[src/rtl/phase_edge_detector_if.sv]
// Sample-word and phase-measurement bundle of phase_edge_detector.
// master drives the oversampled words, slave returns the phase stream.
interface phase_edge_detector_if;
    logic       ena;
    logic [7:0] din;
    logic       update;
    logic [3:0] phase;
    logic       locked;
    logic [7:0] err_cnt;

    modport master (
        output ena,
        output din,
        input  update,
        input  phase,
        input  locked,
        input  err_cnt
    );

    modport slave (
        input  ena,
        input  din,
        output update,
        output phase,
        output locked,
        output err_cnt
    );
endinterface

[src/rtl/phase_edge_detector.sv]
// Edge-phase detector for 8x-oversampled deser400 data, with lock FSM.
// Define PHDET_ERRCNT_EN to build the saturating err_cnt counter.
module phase_edge_detector #(
    parameter int LOCK_CNT = 8,
    parameter int LOSS_CNT = 4,
    parameter int TOL      = 2
) (
    input  logic                 clk,
    input  logic                 reset_n,
    phase_edge_detector_if.slave bus
);

    typedef enum logic [1:0] {
        UNLOCK,
        ACQ,
        LOCK
    } state_t;

    localparam logic [3:0] LOCK_W = 4'(LOCK_CNT);
    localparam logic [3:0] LOSS_W = 4'(LOSS_CNT);
    localparam logic [3:0] TOL_W  = 4'(TOL);

    logic       prev_s7;
    logic [7:0] trans;
    logic [3:0] n_tr;
    logic [2:0] k_c;
    logic [3:0] pos_c;

    logic       s1_edge;
    logic       s1_multi;
    logic [3:0] s1_pos;

    state_t     state_q, state_d;
    logic [3:0] ref_q, ref_d;
    logic [3:0] good_q, good_d;
    logic [3:0] bad_q, bad_d;
    logic [3:0] phase_q, phase_d;
    logic       upd_q, upd_d;
    logic [3:0] diff;
    logic [3:0] dabs;
    logic       near;

    assign trans = bus.din ^ {bus.din[6:0], prev_s7};

    always_comb begin
        n_tr = '0;
        k_c  = '0;
        for (int i = 0; i < 8; i++) begin
            if (trans[i]) begin
                n_tr = n_tr + 4'd1;
                k_c  = 3'(i);
            end
        end
    end

    // edge between sample k-1 and k sits at half step 2k-1
    assign pos_c = {k_c, 1'b0} - 4'd1;

    always_ff @(posedge clk or negedge reset_n) begin
        if (!reset_n) begin
            prev_s7  <= 1'b0;
            s1_edge  <= 1'b0;
            s1_multi <= 1'b0;
            s1_pos   <= '0;
        end else if (bus.ena) begin
            prev_s7  <= bus.din[7];
            s1_edge  <= (n_tr == 4'd1);
            s1_multi <= (n_tr >= 4'd2);
            s1_pos   <= pos_c;
        end else begin
            s1_edge  <= 1'b0;
            s1_multi <= 1'b0;
        end
    end

    assign diff = s1_pos - ref_q;
    assign dabs = diff[3] ? (4'd0 - diff) : diff;
    assign near = (dabs <= TOL_W);

    always_ff @(posedge clk or negedge reset_n) begin
        if (!reset_n) begin
            state_q <= UNLOCK;
            ref_q   <= '0;
            good_q  <= '0;
            bad_q   <= '0;
            phase_q <= '0;
            upd_q   <= 1'b0;
        end else begin
            state_q <= state_d;
            ref_q   <= ref_d;
            good_q  <= good_d;
            bad_q   <= bad_d;
            phase_q <= phase_d;
            upd_q   <= upd_d;
        end
    end

    always_comb begin
        state_d = state_q;
        ref_d   = ref_q;
        good_d  = good_q;
        bad_d   = bad_q;
        phase_d = phase_q;
        upd_d   = 1'b0;
        unique case (state_q)
            UNLOCK: begin
                if (s1_edge) begin
                    state_d = ACQ;
                    ref_d   = s1_pos;
                    good_d  = 4'd1;
                end
            end
            ACQ: begin
                if (s1_multi) begin
                    state_d = UNLOCK;
                    good_d  = '0;
                end else if (s1_edge) begin
                    ref_d = s1_pos;
                    if (!near) begin
                        good_d = 4'd1;
                    end else if (good_q + 4'd1 == LOCK_W) begin
                        state_d = LOCK;
                        good_d  = '0;
                        bad_d   = '0;
                        upd_d   = 1'b1;
                        phase_d = s1_pos;
                    end else begin
                        good_d = good_q + 4'd1;
                    end
                end
            end
            LOCK: begin
                if (s1_edge && near) begin
                    upd_d   = 1'b1;
                    phase_d = s1_pos;
                    ref_d   = s1_pos;
                    bad_d   = '0;
                end else if (s1_edge || s1_multi) begin
                    if (bad_q + 4'd1 == LOSS_W) begin
                        state_d = UNLOCK;
                        bad_d   = '0;
                        good_d  = '0;
                    end else begin
                        bad_d = bad_q + 4'd1;
                    end
                end
            end
            default: state_d = UNLOCK;
        endcase
    end

    assign bus.update = upd_q;
    assign bus.phase  = phase_q;
    assign bus.locked = (state_q == LOCK);

`ifdef PHDET_ERRCNT_EN
    logic [7:0] err_q;
    logic       err_ev;

    assign err_ev = s1_multi
                  | (s1_edge & ~near & (state_q != UNLOCK));

    always_ff @(posedge clk or negedge reset_n) begin
        if (!reset_n) begin
            err_q <= '0;
        end else if (err_ev && err_q != 8'hFF) begin
            err_q <= err_q + 8'd1;
        end
    end

    assign bus.err_cnt = err_q;
`else
    assign bus.err_cnt = '0;
`endif

endmodule

[src/flat_wrapper.sv]
// flat-port wrapper written by rule: the top's interface ports become plain ports
module phase_edge_detector_flat 
#(
    parameter int LOCK_CNT = 8,
    parameter int LOSS_CNT = 4,
    parameter int TOL      = 2
)
  (clk, reset_n, bus_ena, bus_din, bus_update, bus_phase, bus_locked, bus_err_cnt);
  phase_edge_detector_if bus_i ();
  input  logic clk;
  input  logic reset_n;
  input wire logic [$bits(bus_i.ena)-1:0] bus_ena;
  input wire logic [$bits(bus_i.din)-1:0] bus_din;
  output wire logic [$bits(bus_i.update)-1:0] bus_update;
  output wire logic [$bits(bus_i.phase)-1:0] bus_phase;
  output wire logic [$bits(bus_i.locked)-1:0] bus_locked;
  output wire logic [$bits(bus_i.err_cnt)-1:0] bus_err_cnt;
  assign bus_i.ena = bus_ena;
  assign bus_i.din = bus_din;
  assign bus_update = bus_i.update;
  assign bus_phase = bus_i.phase;
  assign bus_locked = bus_i.locked;
  assign bus_err_cnt = bus_i.err_cnt;
  phase_edge_detector #(.LOCK_CNT(LOCK_CNT), .LOSS_CNT(LOSS_CNT), .TOL(TOL)) u_core (.clk(clk), .reset_n(reset_n), .bus(bus_i));
endmodule
[config.mk]
export PLATFORM = sky130hd
export DESIGN_NAME = phase_edge_detector_flat
export DESIGN_NICKNAME = d
export VERILOG_FILES = /design/src/rtl/phase_edge_detector_if.sv /design/src/rtl/phase_edge_detector.sv /design/src/flat_wrapper.sv
export SDC_FILE = /design/constraint.sdc
export NUM_CORES = 1
export LEC_CHECK = 0
export ABC_CLOCK_PERIOD_IN_PS = 4400
export BUFFER_PORTS_ARGS = -buffer_cell sky130_fd_sc_hd__buf_2
export CAP_MARGIN = 20
export CORE_MARGIN = 1
export CORE_UTILIZATION = 55
export CTS_BUF_LIST = sky130_fd_sc_hd__clkbuf_8 sky130_fd_sc_hd__clkbuf_16
export CTS_CLUSTER_DIAMETER = 40
export DETAILED_ROUTE_END_ITERATION = 16
export PLACE_DENSITY = 0.79
export REMOVE_ABC_BUFFERS = 1
export SKIP_CTS_REPAIR_TIMING = 1
export SYNTH_ARGS = -nofsm -noshare
export SYNTH_HDL_FRONTEND = slang
export SYNTH_SLANG_ARGS = --single-unit
[constraint.sdc]
create_clock -name clk -period 4.4 [get_ports clk]
set_clock_uncertainty 0.05 [all_clocks]
set_input_delay 0.22 -clock clk [delete_from_list [all_inputs] [get_ports clk]]
set_output_delay 0.22 -clock clk [all_outputs]
set_load 0.05 [all_outputs]
-- Word-level counts from Yosys, hierarchy flattened
Index checks and enable logic that the tools add are counted.
- flip-flop bits (word level): 26
- latch bits: 0
- memory bits (writable): 0
- bits in read-only memories: 0
- input port bits: 11
- logic and storage cells: 112
- memories: 0
- $add $sub $neg: 12
- $mul: 0
- div/mod/pow operators: 0
- $lt $le $gt $ge: 2
- equal/unequal tests: 18
- shifts and indexed selects: 0
- mux-type cells: 59
- bitwise logic cells: 1
- reduce and logical (&&, ||, !) cells: 10
- operators by type and width (operator ; number):
    two-way mux 4 bit ; 30
    adder 4 x 1 -> 4 bit (second input constant) ; 8
    one-hot mux 4 bit (3 select lines) ; 2
    two-way mux 2 bit ; 10
    AND reduction 6 bit ; 3
    one-hot mux 4 bit (2 select lines) ; 2
    != test 2 x 1 -> 1 bit (second input constant) ; 7
    two-way mux 3 bit ; 4
    != test 3 x 1 -> 1 bit (second input constant) ; 4
    two-way mux 1 bit ; 9
    bitwise XOR 8 bit ; 1
    AND reduction 7 bit ; 1
    one-hot mux 2 bit (3 select lines) ; 1
    equality test 4 x 1 -> 1 bit (second input constant) ; 1
    equality test 4 x 3 -> 1 bit (second input constant) ; 1
    equality test 4 bit (second input constant) ; 1
    greater-or-equal comparator 4 x 2 -> 1 bit (second input constant) ; 1
    less-or-equal comparator 4 x 2 -> 1 bit (second input constant) ; 1
    != test 2 bit (second input constant) ; 2
    subtractor 1 x 4 -> 4 bit (first input constant) ; 1
    subtractor 4 x 1 -> 4 bit (second input constant) ; 1
    subtractor 4 bit ; 1
    AND reduction 3 bit ; 1
    nonzero test 3 bit ; 1
    other kinds (8) ; 8

-- Longest topological paths before layout
- word-level depth: 18
- depth in mapped cells: 28
- depth with buffers taken out: 26

-- Worst setup path before layout
OpenSTA, ideal clock, no wires.
- path type: input port to flip-flop
- from: input bus_din[1]
- to: register u_core.s1_multi
- setup time: 0.119 ns
- arrival: 4.648 ns
- required time: 4.231 ns
- slack: -0.417 ns
- stages on the path: 26
- path buffers: 3
- cell sequence: buf_6 > clkbuf_1 > nand2b_1 > nand2_1 > ha_1 > buf_2 > xnor2_4 > xnor2_1 > ha_1 > nor2b_1 > o32ai_4 > nand2_1 > xnor2_1 > o21ai_0 > nand2_1 > o21ai_0 > ha_1 > a21oi_1 > or4_4 > o21ai_0 > ha_1 > o221ai_1 > o21ai_0 > a21oi_1 > nand2_1 > and2_1
- longest elaborated chain between the ends: 16
- ends and longest elaborated chain (what ; line ; RTL):
    from (decl) ; flat_wrapper.sv:13 ; input wire logic [$bits(bus_i.din)-1:0] bus_din;
    bitwise XOR 8 bit * ; phase_edge_detector.sv:43 ; assign trans = bus.din ^ {bus.din[6:0], prev_s7};
    two-way mux 4 bit ; phase_edge_detector.sv:49 ; if (trans[i]) begin
    adder 4 x 1 -> 4 bit ; phase_edge_detector.sv:50 ; n_tr = n_tr + 4'd1;
    two-way mux 4 bit * ; phase_edge_detector.sv:49 ;
    adder 4 x 1 -> 4 bit ; phase_edge_detector.sv:50 ;
    two-way mux 4 bit * ; phase_edge_detector.sv:49 ;
    adder 4 x 1 -> 4 bit ; phase_edge_detector.sv:50 ;
    two-way mux 4 bit * ; phase_edge_detector.sv:49 ;
    adder 4 x 1 -> 4 bit ; phase_edge_detector.sv:50 ;
    two-way mux 4 bit * ; phase_edge_detector.sv:49 ;
    adder 4 x 1 -> 4 bit ; phase_edge_detector.sv:50 ;
    two-way mux 4 bit * ; phase_edge_detector.sv:49 ;
    adder 4 x 1 -> 4 bit ; phase_edge_detector.sv:50 ;
    two-way mux 4 bit * ; phase_edge_detector.sv:49 ;
    greater-or-equal comparator 4 x 2 -> 1 bit * ; phase_edge_detector.sv:68 ; s1_multi <= (n_tr >= 4'd2);
    two-way mux 1 bit * ; phase_edge_detector.sv:65 ; end else if (bus.ena) begin
    to (signal assigned) ; phase_edge_detector.sv:68 ;
    to (decl) ; phase_edge_detector.sv:30 ; logic s1_multi;
Mark *: on every way between the ends. The rest lies on a longest branch, timed or not.
A chain may end at the register's enable or synchronous reset.

-- Final worst setup path
- from: register u_core.prev_s7
- to: register u_core.s1_multi
- longest elaborated chain between the ends: 18
- ends and longest elaborated chain (what ; line ; RTL):
    from (decl) ; phase_edge_detector.sv:23 ; logic prev_s7;
    from (signal assigned) ; phase_edge_detector.sv:66 ; prev_s7 <= bus.din[7];
    bitwise XOR 8 bit * ; phase_edge_detector.sv:43 ;
    two-way mux 1 bit * ; phase_edge_detector.sv:49 ;
    adder 1 x 1 -> 2 bit ; phase_edge_detector.sv:50 ;
    two-way mux 4 bit * ; phase_edge_detector.sv:49 ;
    adder 4 x 1 -> 4 bit ; phase_edge_detector.sv:50 ;
    two-way mux 4 bit * ; phase_edge_detector.sv:49 ;
    adder 4 x 1 -> 4 bit ; phase_edge_detector.sv:50 ;
    two-way mux 4 bit * ; phase_edge_detector.sv:49 ;
    (+2 left out) ; - ;
    adder 4 x 1 -> 4 bit ; phase_edge_detector.sv:50 ;
    two-way mux 4 bit * ; phase_edge_detector.sv:49 ;
    adder 4 x 1 -> 4 bit ; phase_edge_detector.sv:50 ;
    two-way mux 4 bit * ; phase_edge_detector.sv:49 ;
    adder 4 x 1 -> 4 bit ; phase_edge_detector.sv:50 ;
    two-way mux 4 bit * ; phase_edge_detector.sv:49 ;
    greater-or-equal comparator 4 x 2 -> 1 bit * ; phase_edge_detector.sv:68 ;
    two-way mux 1 bit * ; phase_edge_detector.sv:65 ;
Marked as above.

==> summary.md <==
| Metric | Value |
|---|---|
| Commonest cells post-synth | `nand2_1, dfrtp_1, nor2_1` |
| Yosys warns | `0` |
| Post-DRT Antenna Nets | `0` |
| Dpl hpwl | `4.13 mm` |
| CP required | `about 4.5 ns` |
| Max FO, Critical Path | `4` |
| Worst rel slew slack | `between 60 and 70%` |
| Leak | `approximately 1.3 nW` |
| Hold Violations, Final | `0` |
| Simple-gate portion of the synthesized area | `23.4%` |
| Post-Synth XOR/XNOR Area | `9.59%` |
| Synth async-reset ratio | `100%` |
| Crit end category | `register` |
| Register bit total from synthesis | `26` |
| Final Wtd Congestion | `about 0.85` |
| Delay-heaviest family, CP | `simple AND/OR/NAND/NOR gates` |
| Clock-pin slew on the worst setup and hold paths | `0.09 ns` |
| Post-layout min period | `approximately 4.3 ns` |
| I/O pins | `25` |
| Starting Density | `between 50 and 60%` |
| CORE AREA | `around 4700 um^2` |
| Initial antenna violation count | `0` |
| Startpoint types | `register` |
| Critical Path, Cell by Cell | `xor2_2 > ha_4 > nor2_2 > a31oi_1 > nor2_1 > nor2_1 > ha_1 > nor2b_2 > o32ai_4 > nand2_2 > xnor2_2 > o21ai_1 > nand2_1 > o21ai_2 > ha_1 > a21oi_1 > or4_4 > o21ai_4 > ha_4 > o221ai_2 > o21ai_1 > a21oi_1 > nand2_1 > and2_1` |
| Cell Count Post-Placement | `about 430` |
| Status | `completed` |
| Critical path arrival | `around 4.4 ns` |
| Num rows | `25` |
| Synthesized-area fraction occupied by adder cells | `between 8 and 9%` |
| Combinational family with the most area after synthesis | `simple AND/OR/NAND/NOR gates` |
| TritonCTS buffer count | `3` |
| Non-filler cells, final | `roughly 430` |
| P&R area growth vs syn | `12.8%` |
| Vias in the first global route | `approximately 2,100` |
| Max_cap viols | `0` |
| Final #Nets | `396` |
| Hold WC Path Type | `primary input to register` |
| Layout cell share with drive strength beyond 1 | `about 22%` |
| TritonRoute pass-1 iters | `4` |
| Internal power | `between 0.6 and 0.7 mW` |
| Worst skew pair latency | `0.27 ns` |
| Die H | `72.2 um` |
| Final Cycle Share | `a little over nine tenths` |
| Residual DRC | `0` |
| Mapped cell area | `between 2000 and 3000 um^2` |
| Maximum vdd drop | `218 uV` |
| RSZ-0062 raised after global routing | `true` |
| Buf+Inv Stages, Crit Path | `0` |
| Clk sink count | `26` |
| Area leader, netlist | `dfrtp_1` |
| Slowest CP cell | `or4_4` |
| H-tree levels | `1` |
| Count of different cell masters after synthesis | `60` |
| CTS tree | `done` |
| Largest net degree at the start of global routing | `28` |
| GRT Overall Usage | `about a fifth` |
| Global-route wire length before repair | `9.11 mm` |
| Post-synth EDFFs | `0` |
| GR Overflow Total | `0` |
| Slowest stage delay, CP | `roughly 0.44 ns` |
| Max-slew violations | `0` |
| Peak Freq | `approximately 0.23 GHz` |
| Via density per instance | `roughly 5.5` |
| Yosys top cell area share | `roughly a quarter` |
| Die X | `approximately 72 um` |
| Synth Area per Inst | `about 7.8 um^2` |
| Sw Share | `42.8%` |
| Final WL | `about 5.5 mm` |
| Worst-case clock buffer depth | `2` |
| Routed WL per cell | `roughly 13 um` |
| Actual slew at the worst max-slew pin | `0.581 ns` |
| Initial drt markers | `around 120` |
| Mapped Cells | `between 300 and 400` |
| Part of the power in combinational logic | `between 60 and 70%` |
| DR vias | `~2,400` |
| CTS root buf | `clkbuf_8` |
| Pwr Density | `roughly 390 nW/um^2` |
| Post-synthesis mux area share | `under 10%` |
| Post-synthesis compound-gate area fraction | `between 20% and 30%` |
| IO Port Bufs | `16` |
| Most frequent cell after synthesis | `nand2_1` |
| Area contributors post-synth | `dfrtp_1, ha_1, nand2_1` |
| Seq pwr share | `roughly 25%` |
| P_sw | `0.517 mW` |
| Clk pwr share | `around an eighth` |
| Die area | `~5200 um^2` |
| Sequential fraction of the synthesis area | `between 20% and 30%` |
| Hold WS | `between 0.2 and 0.25 ns` |
| WS Path Type | `register to register` |
| Main flop type after synthesis | `dfrtp_1` |
| Number of diodes | `0` |
| Setup violations, final | `0` |
[power groups by stage]
| stage | Clock [mW] | Sequential, mW | Combinational (mW) |
|---|---|---|---|
| after floorplan | 0 | 0.302 | 0.504 |
| after global placement | 0 | 0.306 | 0.658 |
| after detailed placement | 0 | 0.308 | 0.681 |
| after CTS | 0.157 | 0.304 | 0.687 |
| after global routing | 0.167 | 0.308 | 0.830 |
| final | 0.153 | 0.304 | 0.750 |
[cells by family (layout without fill, tap and decap cells)]
| kind of cell | count (synthesis) | count (layout) |
|---|---|---|
| flip-flops | 26 | 26 |
| AND/OR/NAND/NOR | 128 | 128 |
| other | 1 | 8 |
| multiplexers | 12 | 12 |
| buffers and inverters | 47 | 60 |
| XOR/XNOR | 26 | 26 |
| AO/OA/AOI/OAI | 88 | 88 |
| adder cells (fa/ha/maj) | 18 | 18 |
[per-layer routing]
metal	part of all wire, %	wire length [um]	global-route usage, %
met1	46	2550	27.3
met2	52	2860	38.8
met3	1.6	87	0.972
met4	0.60	33	5.88
met5	0	0	0
[registers in the layout (all words and copies together), names as in the netlist]
register and cells:
u_core.prev_s7 1, u_core.state_q 2, u_core.ref_q 4, u_core.good_q 4, u_core.bad_q 4, u_core.bus.update 1, u_core.s1_multi 1, u_core.s1_pos 4
u_core.bus.phase 4, u_core.s1_edge 1
[per-stage QoR]
step	setup WS (ns)	power [mW]	cell area [um^2]	setup TNS [ns]	util (%)
3_3_place_gp	-0.0590	0.964	2890	-0.0590	61.2
6_report	0.116	1.21	3060	0	64.8
2_1_floorplan	-0.274	0.806	2580	-0.441	-
5_1_grt	-0.173	1.30	3060	-0.233	64.8
4_1_cts	-0.182	1.15	2950	-0.279	62.4
3_5_place_dp	-0.192	0.990	2890	-0.292	61.2
[layout make-up]
cell class / instances / area (um^2)
Tap cell: 67 / 83.8
Fill cell: 404 / 1660
Inverter: 19 / 71.3
Timing Repair Buffer: 37 / 240
Clock buffer: 4 / 55.1
Sequential cell: 26 / 651
Multi-Input combinational cell: 280 / 1960
[placed cells by master, fill, tap and decap left out, drive strengths merged, types with 2 or more instances in the layout]
master / n
a221oi: 2
o22ai: 6
nor2b: 8
nor2: 25
conb: 8
mux2: 8
o32ai: 2
buf: 36
nand4: 2
o211ai: 2
clkbuf: 4
ha: 17
nor3: 7
o22a: 2
inv: 19
and3: 3
mux2i: 4
a31oi: 6
nand2b: 5
nor3b: 8
dfrtp: 26
nand3: 11
xnor2: 17
xor2: 8
a21oi: 23
nand3b: 2
or2: 5
nand2: 46
or3: 2
o21a: 4
o21ai: 29
[path summary, 6_finish.rpt]
kind                                                 start                         endpoint  slack, ns  cells after the start
setup / recovery                u_core.prev_s7$_DFFE_PN0P_        u_core.s1_multi$_DFF_PN0_       0.12                     24
hold / removal                                     bus_ena     u_core.s1_pos[3]$_DFFE_PN0P_       0.21                      2
setup reg to reg                u_core.prev_s7$_DFFE_PN0P_        u_core.s1_multi$_DFF_PN0_       0.12                     24
hold reg to reg            u_core.bus.phase[2]$_DFFE_PN0P_  u_core.bus.phase[2]$_DFFE_PN0P_       0.46                      1
max in group asynchronous                          reset_n     u_core.s1_pos[0]$_DFFE_PN0P_       3.49                      2
min in group asynchronous                          reset_n      u_core.bad_q[2]$_DFFE_PN0P_       0.43                      2
No activity file was read; power rests on OpenSTA's default activity.
